$ cat config.mk
export PLATFORM = sky130hd
export DESIGN_NAME = ps2_host_rx
export DESIGN_NICKNAME = d
export VERILOG_FILES = /design/src/rtl/ps2_host_rx.sv
export SDC_FILE = /design/constraint.sdc
export NUM_CORES = 1
export LEC_CHECK = 0
export ABC_AREA = 1
export CORE_ASPECT_RATIO = 1.2
export CORE_MARGIN = 4
export CORE_UTILIZATION = 28
export CTS_BUF_LIST = sky130_fd_sc_hd__clkbuf_8 sky130_fd_sc_hd__clkbuf_16
export DETAILED_ROUTE_END_ITERATION = 12
export SETUP_SLACK_MARGIN = 0.3
export SYNTH_ARGS = -nofsm -noshare
export SYNTH_HDL_FRONTEND = slang
export SYNTH_SLANG_ARGS = --single-unit
$ cat constraint.sdc
create_clock -name clk_sys -period 2 [get_ports clk_sys]
set_input_delay 0.3 -clock clk_sys [delete_from_list [all_inputs] [get_ports clk_sys]]
set_output_delay 0.3 -clock clk_sys [all_outputs]
set_load 0.01 [all_outputs]
$ cat src/rtl/ps2_host_rx.sv
// Host-side PS/2 receiver: synchronise, glitch-filter, deserialise and buffer device bytes.
// Optional key-event decoder on ps2_key is enabled by defining PS2_RX_KEYDECODE_EN.
module ps2_host_rx #(
    parameter int unsigned FIFO_BITS = 3,
    parameter int unsigned FILTER    = 8,
    parameter int unsigned TIMEOUT   = 20000
) (
    input  logic        clk_sys,
    input  logic        rst_n,
    input  logic        ps2_clk,
    input  logic        ps2_data,
    input  logic        rx_en,
    input  logic        rx_rd,
    output logic [7:0]  rx_data,
    output logic        rx_valid,
    output logic        busy,
    output logic        parity_err,
    output logic        frame_err,
    output logic        timeout_err,
    output logic        overflow
`ifdef PS2_RX_KEYDECODE_EN
    ,
    output logic [10:0] ps2_key
`endif
);

    localparam int unsigned Depth = 1 << FIFO_BITS;
    localparam int unsigned FW    = $clog2(FILTER + 1);
    localparam int unsigned TW    = $clog2(TIMEOUT + 1);
    localparam logic [FW-1:0] FiltMax = FW'(FILTER - 1);
    localparam logic [TW-1:0] TimeMax = TW'(TIMEOUT - 1);

    typedef enum logic [1:0] {StIdle, StData, StParity, StStop} state_e;

    logic           clk_s1_q, clk_s2_q, dat_s1_q, dat_s2_q;
    logic           filt_q, filt_d, filt_prev_q, fall;
    logic [FW-1:0]  fcnt_q, fcnt_d;

    state_e         state_q, state_d;
    logic [2:0]     bit_cnt_q, bit_cnt_d;
    logic [7:0]     shreg_q, shreg_d;
    logic           par_q, par_d;
    logic [TW-1:0]  tcnt_q, tcnt_d;
    logic           push_q, push_d;
    logic           perr_q, perr_d, ferr_q, ferr_d, terr_q, terr_d, ovf_q, ovf_d;

    logic [7:0]           mem_q [Depth];
    logic [FIFO_BITS-1:0] wptr_q, wptr_d, rptr_q, rptr_d;
    logic [FIFO_BITS:0]   cnt_q, cnt_d;
    logic                 pop, accept;

    assign fall = filt_prev_q & ~filt_q;

    always_comb begin
        filt_d = filt_q;
        fcnt_d = '0;
        if (clk_s2_q != filt_q) begin
            if (fcnt_q == FiltMax) begin
                filt_d = ~filt_q;
            end else begin
                fcnt_d = fcnt_q + 1'b1;
            end
        end
    end

    always_comb begin
        state_d   = state_q;
        bit_cnt_d = bit_cnt_q;
        shreg_d   = shreg_q;
        par_d     = par_q;
        push_d    = 1'b0;
        perr_d    = 1'b0;
        ferr_d    = 1'b0;
        terr_d    = 1'b0;
        tcnt_d    = (state_q == StIdle || fall) ? '0 : tcnt_q + 1'b1;
        if (!rx_en) begin
            state_d = StIdle;
        end else if (state_q != StIdle && tcnt_q == TimeMax) begin
            state_d = StIdle;
            terr_d  = 1'b1;
        end else if (fall) begin
            unique case (state_q)
                StIdle: begin
                    if (!dat_s2_q) begin
                        state_d   = StData;
                        bit_cnt_d = 3'd0;
                    end
                end
                StData: begin
                    shreg_d   = {dat_s2_q, shreg_q[7:1]};
                    bit_cnt_d = bit_cnt_q + 3'd1;
                    if (bit_cnt_q == 3'd7) state_d = StParity;
                end
                StParity: begin
                    par_d   = dat_s2_q;
                    state_d = StStop;
                end
                StStop: begin
                    state_d = StIdle;
                    if (!dat_s2_q) begin
                        ferr_d = 1'b1;
                    end else if (~^{shreg_q, par_q}) begin
                        perr_d = 1'b1;
                    end else begin
                        push_d = 1'b1;
                    end
                end
                default: state_d = StIdle;
            endcase
        end
    end

    // shreg_q is stable in IDLE, so the push cycle can write it directly.
    assign pop    = rx_rd & rx_valid;
    assign accept = push_q & (~cnt_q[FIFO_BITS] | pop);

    always_comb begin
        wptr_d = wptr_q;
        rptr_d = rptr_q;
        cnt_d  = cnt_q;
        ovf_d  = push_q & ~accept;
        if (accept) wptr_d = wptr_q + 1'b1;
        if (pop)    rptr_d = rptr_q + 1'b1;
        unique case ({accept, pop})
            2'b10:   cnt_d = cnt_q + 1'b1;
            2'b01:   cnt_d = cnt_q - 1'b1;
            default: cnt_d = cnt_q;
        endcase
    end

    always_ff @(posedge clk_sys or negedge rst_n) begin
        if (!rst_n) begin
            clk_s1_q    <= 1'b1;
            clk_s2_q    <= 1'b1;
            dat_s1_q    <= 1'b1;
            dat_s2_q    <= 1'b1;
            filt_q      <= 1'b1;
            filt_prev_q <= 1'b1;
            fcnt_q      <= '0;
            state_q     <= StIdle;
            bit_cnt_q   <= '0;
            shreg_q     <= '0;
            par_q       <= 1'b0;
            tcnt_q      <= '0;
            push_q      <= 1'b0;
            perr_q      <= 1'b0;
            ferr_q      <= 1'b0;
            terr_q      <= 1'b0;
            ovf_q       <= 1'b0;
            wptr_q      <= '0;
            rptr_q      <= '0;
            cnt_q       <= '0;
            for (int i = 0; i < Depth; i++) mem_q[i] <= '0;
        end else begin
            clk_s1_q    <= ps2_clk;
            clk_s2_q    <= clk_s1_q;
            dat_s1_q    <= ps2_data;
            dat_s2_q    <= dat_s1_q;
            filt_q      <= filt_d;
            filt_prev_q <= filt_q;
            fcnt_q      <= fcnt_d;
            state_q     <= state_d;
            bit_cnt_q   <= bit_cnt_d;
            shreg_q     <= shreg_d;
            par_q       <= par_d;
            tcnt_q      <= tcnt_d;
            push_q      <= push_d;
            perr_q      <= perr_d;
            ferr_q      <= ferr_d;
            terr_q      <= terr_d;
            ovf_q       <= ovf_d;
            wptr_q      <= wptr_d;
            rptr_q      <= rptr_d;
            cnt_q       <= cnt_d;
            if (accept) mem_q[wptr_q] <= shreg_q;
        end
    end

    assign rx_data     = mem_q[rptr_q];
    assign rx_valid    = (cnt_q != '0);
    assign busy        = (state_q != StIdle);
    assign parity_err  = perr_q;
    assign frame_err   = ferr_q;
    assign timeout_err = terr_q;
    assign overflow    = ovf_q;

`ifdef PS2_RX_KEYDECODE_EN
    logic        ext_q, ext_d, rel_q, rel_d;
    logic [10:0] key_q, key_d;

    // Decodes every good frame, including ones the full FIFO drops.
    always_comb begin
        ext_d = ext_q;
        rel_d = rel_q;
        key_d = key_q;
        if (push_q) begin
            if (shreg_q == 8'hE0) begin
                ext_d = 1'b1;
            end else if (shreg_q == 8'hF0) begin
                rel_d = 1'b1;
            end else begin
                key_d = {~key_q[10], ~rel_q, ext_q, shreg_q};
                ext_d = 1'b0;
                rel_d = 1'b0;
            end
        end
    end

    always_ff @(posedge clk_sys or negedge rst_n) begin
        if (!rst_n) begin
            ext_q <= 1'b0;
            rel_q <= 1'b0;
            key_q <= '0;
        end else begin
            ext_q <= ext_d;
            rel_q <= rel_d;
            key_q <= key_d;
        end
    end

    assign ps2_key = key_q;
`endif

endmodule

==> results.sh <==
export IMPL_violations="setup timing"
export IMPL_drt_wirelength_per_cell_um=13.5
export IMPL_dr_first_iter_drc_count=225
export IMPL_synth_nets=711
export IMPL_synth_seq_cells=118
export IMPL_cts_made_buffers=17
export IMPL_rows=57
export IMPL_utilization_pct=36.5
export IMPL_cts_root_buf="clkbuf_16"
export IMPL_switching_share_pct=24.2
export IMPL_dr_pass1_iters=5
export IMPL_core_mm2=0.0203
export IMPL_cp_slowest_cell="dfrtp_2"
export IMPL_pin_count=20
export IMPL_ys_top_cells_by_area="dfrtp_1, nand2_1, o21ai_0"
export IMPL_clkPwrFrac_pct=51.8
export IMPL_synth_edf_count=0
export IMPL_max_vdd_ir_drop_mv=0.644
export IMPL_critPathRequiredTime_ns=1.70
export IMPL_grt_util_all_layers_pct=12.8
export IMPL_yosys_warnings=0
export IMPL_synth_area_leader_cell="dfrtp_1"
export IMPL_netlist_top_cells_count="nand2_1, dfrtp_1, nor2_1, o21ai_0, nand3_1"
export IMPL_path_cells="clkinv_4 -> buf_8 -> o21ai_0 -> a31oi_1 -> buf_2"
export IMPL_die_h_um=165
export IMPL_holdWs_ns=0.286
export IMPL_numClockSinks=118
export IMPL_hpwl_um=9530
export IMPL_netlist_area_mm2=0.00577
export IMPL_rsz0062_at_grt="yes"
export IMPL_p_switching_mw=1.49
export IMPL_n_antenna_cell=0
export IMPL_synth_top_cell_area_share_pct=48.6
export IMPL_finalCritPeriodShare_pct=103
export IMPL_synthArstFlopShare_pct=100
export IMPL_grt_max_degree=68
export IMPL_hp_class="input pin to flip-flop"
export IMPL_clk_pin_slew_ns=0.06
export IMPL_post_route_min_period_ns=2.06
export IMPL_skew_ns=0.0121
export IMPL_synth_most_common_cell="nand2_1"
export IMPL_ys_seq_area_share_pct=51.3
export IMPL_max_cap_violations=0
export IMPL_antenna_found_initial=0
export IMPL_final_cell_area_mm2=0.00739
export IMPL_h_tree_depth=4
export IMPL_via_per_inst=4.50
export IMPL_fp_dieW_um=139
export IMPL_fmax_mhz=487
export IMPL_ys_flop_type="dfrtp_1"
export IMPL_criticalPathCategory="flip-flop to output port"
export IMPL_drc=0
export IMPL_finalHoldViolCount=0
export IMPL_finalSetupViolCount=5
export IMPL_final_nets=784
export IMPL_avgSynthCellArea_um2=8.35
export IMPL_fin_ws_ns=-0.0550
export IMPL_ys_types=33
export IMPL_cts_tree="yes"
export IMPL_crit_path_max_incr_delay_ns=0.46
export IMPL_seqPwrFrac_pct=40.9
export IMPL_clkLatencyLatePin_ns=0.41
export IMPL_worstSetupEndpointType="output port"
export IMPL_drive_above_1_share_pct=23.2
export IMPL_cts_path_max_buffers=2
export IMPL_die_area_mm2=0.0230
export IMPL_syn_inst=691
export IMPL_areaGrowthSynthToFinish_pct=28.2
export IMPL_tightest_slew_ns=0.528
export IMPL_vias=4685
export IMPL_port_buffers=19
export IMPL_overflow=0
export IMPL_start_util_pct=28.5
export IMPL_p_per_area_mw_per_mm2=834
export IMPL_drt_total_wl_um=14000
export IMPL_globalplace_congestion=0.776
export IMPL_pwr_share_comb_pct=7.4
export IMPL_placed_area_mm2=0.00654
export IMPL_cp_arrival_ns=1.76
export IMPL_maxSlewViolCount=0
export IMPL_grt_pass1_wl_um=23600
export IMPL_cp_start_kind="flip-flop"
export IMPL_antenna_left=0
export IMPL_outcome="finished, violations left"
export IMPL_leakage_nw=3.60
export IMPL_grt_pass1_vias=4637
export IMPL_worstPathMaxFanout=5
export IMPL_relSlewSlack_pct=64.8
export IMPL_p_int_mw=4.67
## registers in the layout, indices dropped and copies added, names as in the netlist, 2 cells and up
signal,count
fcnt_q,4
tcnt_q,15
bit_cnt_q,3
shreg_q,8
wptr_q,3
rptr_q,3
cnt_q,4
state_q,2
mem_q,64
## cell families after synthesis
kind of cell | count (synthesis) | share of synthesized area (%)
and+or+nand+nor | 370 | 27.5
adders and majority gates | 14 | 3.17
AOI/OAI and AO/OA | 105 | 9.79
xor gates and xnor gates | 13 | 1.97
buffers and inverters | 71 | 6.21
DFF | 118 | 51.3
## layer usage
metal  global-route usage (%)  routed length [µm]
met4                     5.25                 203
met5                        0                   0
met3                     3.17                 414
met2                     20.4                6600
met1                     16.9                6800
## critical path: cells and delay by family, from the launching register on
family | cells | cell delay (ns)
buffers and inverters | 3 | 0.44
AO/OA/AOI/OAI | 2 | 0.42
flip-flops | 1 | 0.46
## worst paths after layout
kind                                       start                    end  slack [ns]  cells after the start
setup / recovery           rptr_q[0]$_DFFE_PN0P_             rx_data[3]       -0.06                      5
hold / removal                          ps2_data     dat_s1_q$_DFF_PN1_        0.29                      1
setup reg to reg            cnt_q[3]$_DFFE_PN0P_   cnt_q[3]$_DFFE_PN0P_        0.14                     13
hold reg to reg               clk_s1_q$_DFF_PN1_     clk_s2_q$_DFF_PN1_        0.36                      0
max in group asynchronous                  rst_n  mem_q[60]$_DFFE_PN0P_        0.98                      3
min in group asynchronous                  rst_n    fcnt_q[1]$_DFF_PN0_        0.33                      2
## cell type report
| type | count | area (µm²) |
|---|---|---|
| Clock inverter | 13 | 171 |
| Timing Repair Buffer | 81 | 714 |
| Fill cell | 2079 | 12900 |
| Tap cell | 265 | 332 |
| Inverter | 43 | 174 |
| Sequential cell | 118 | 2960 |
| Multi-Input combinational cell | 503 | 2590 |
| Clock buffer | 19 | 453 |
## power groups by stage
stage | combinational [mW] | sequential [mW] | clock, mW
2_1_floorplan | 0.245 | 2.55 | 0
3_3_place_gp | 0.413 | 2.56 | 0
3_5_place_dp | 0.420 | 2.56 | 0
4_1_cts | 0.453 | 2.52 | 3.27
5_1_grt | 0.536 | 2.53 | 3.38
6_report | 0.455 | 2.52 | 3.19
## what timing repair did
action | 4_1_cts | 5_1_grt
endpoints found under the hold margin | 17 | 0
hold buffers | 1 | 0
resized for setup | 78 | 31
setup endpoints to repair | 24 | 49
cloned | 3 | 1
buffers inserted | 6 | 2
pin swaps | 20 | 7
## stage by stage
stage | total power, mW | TNS, ns | std cells | worst slack, ns
after floorplan | 2.79 | 0 | 691 | 0.0503
after global placement | 2.97 | -0.245 | 997 | -0.0760
after detailed placement | 2.98 | -0.241 | 997 | -0.0889
after CTS | 6.24 | -0.0802 | 1039 | -0.0302
after global routing | 6.44 | -0.649 | 1042 | -0.116
final | 6.16 | -0.145 | 1042 | -0.0550
## cell usage in the layout, fill, tap and decap left out, types with 19 or more instances in the layout
master   count
a21oi_1     19
nand3_1     54
nand2_2     30
buf_4       48
inv_1       33
nor2_1      74
o21ai_0     39
o21ai_1     23
dfrtp_1    111
nand2_1    181
(Power assumes the default switching activity.)
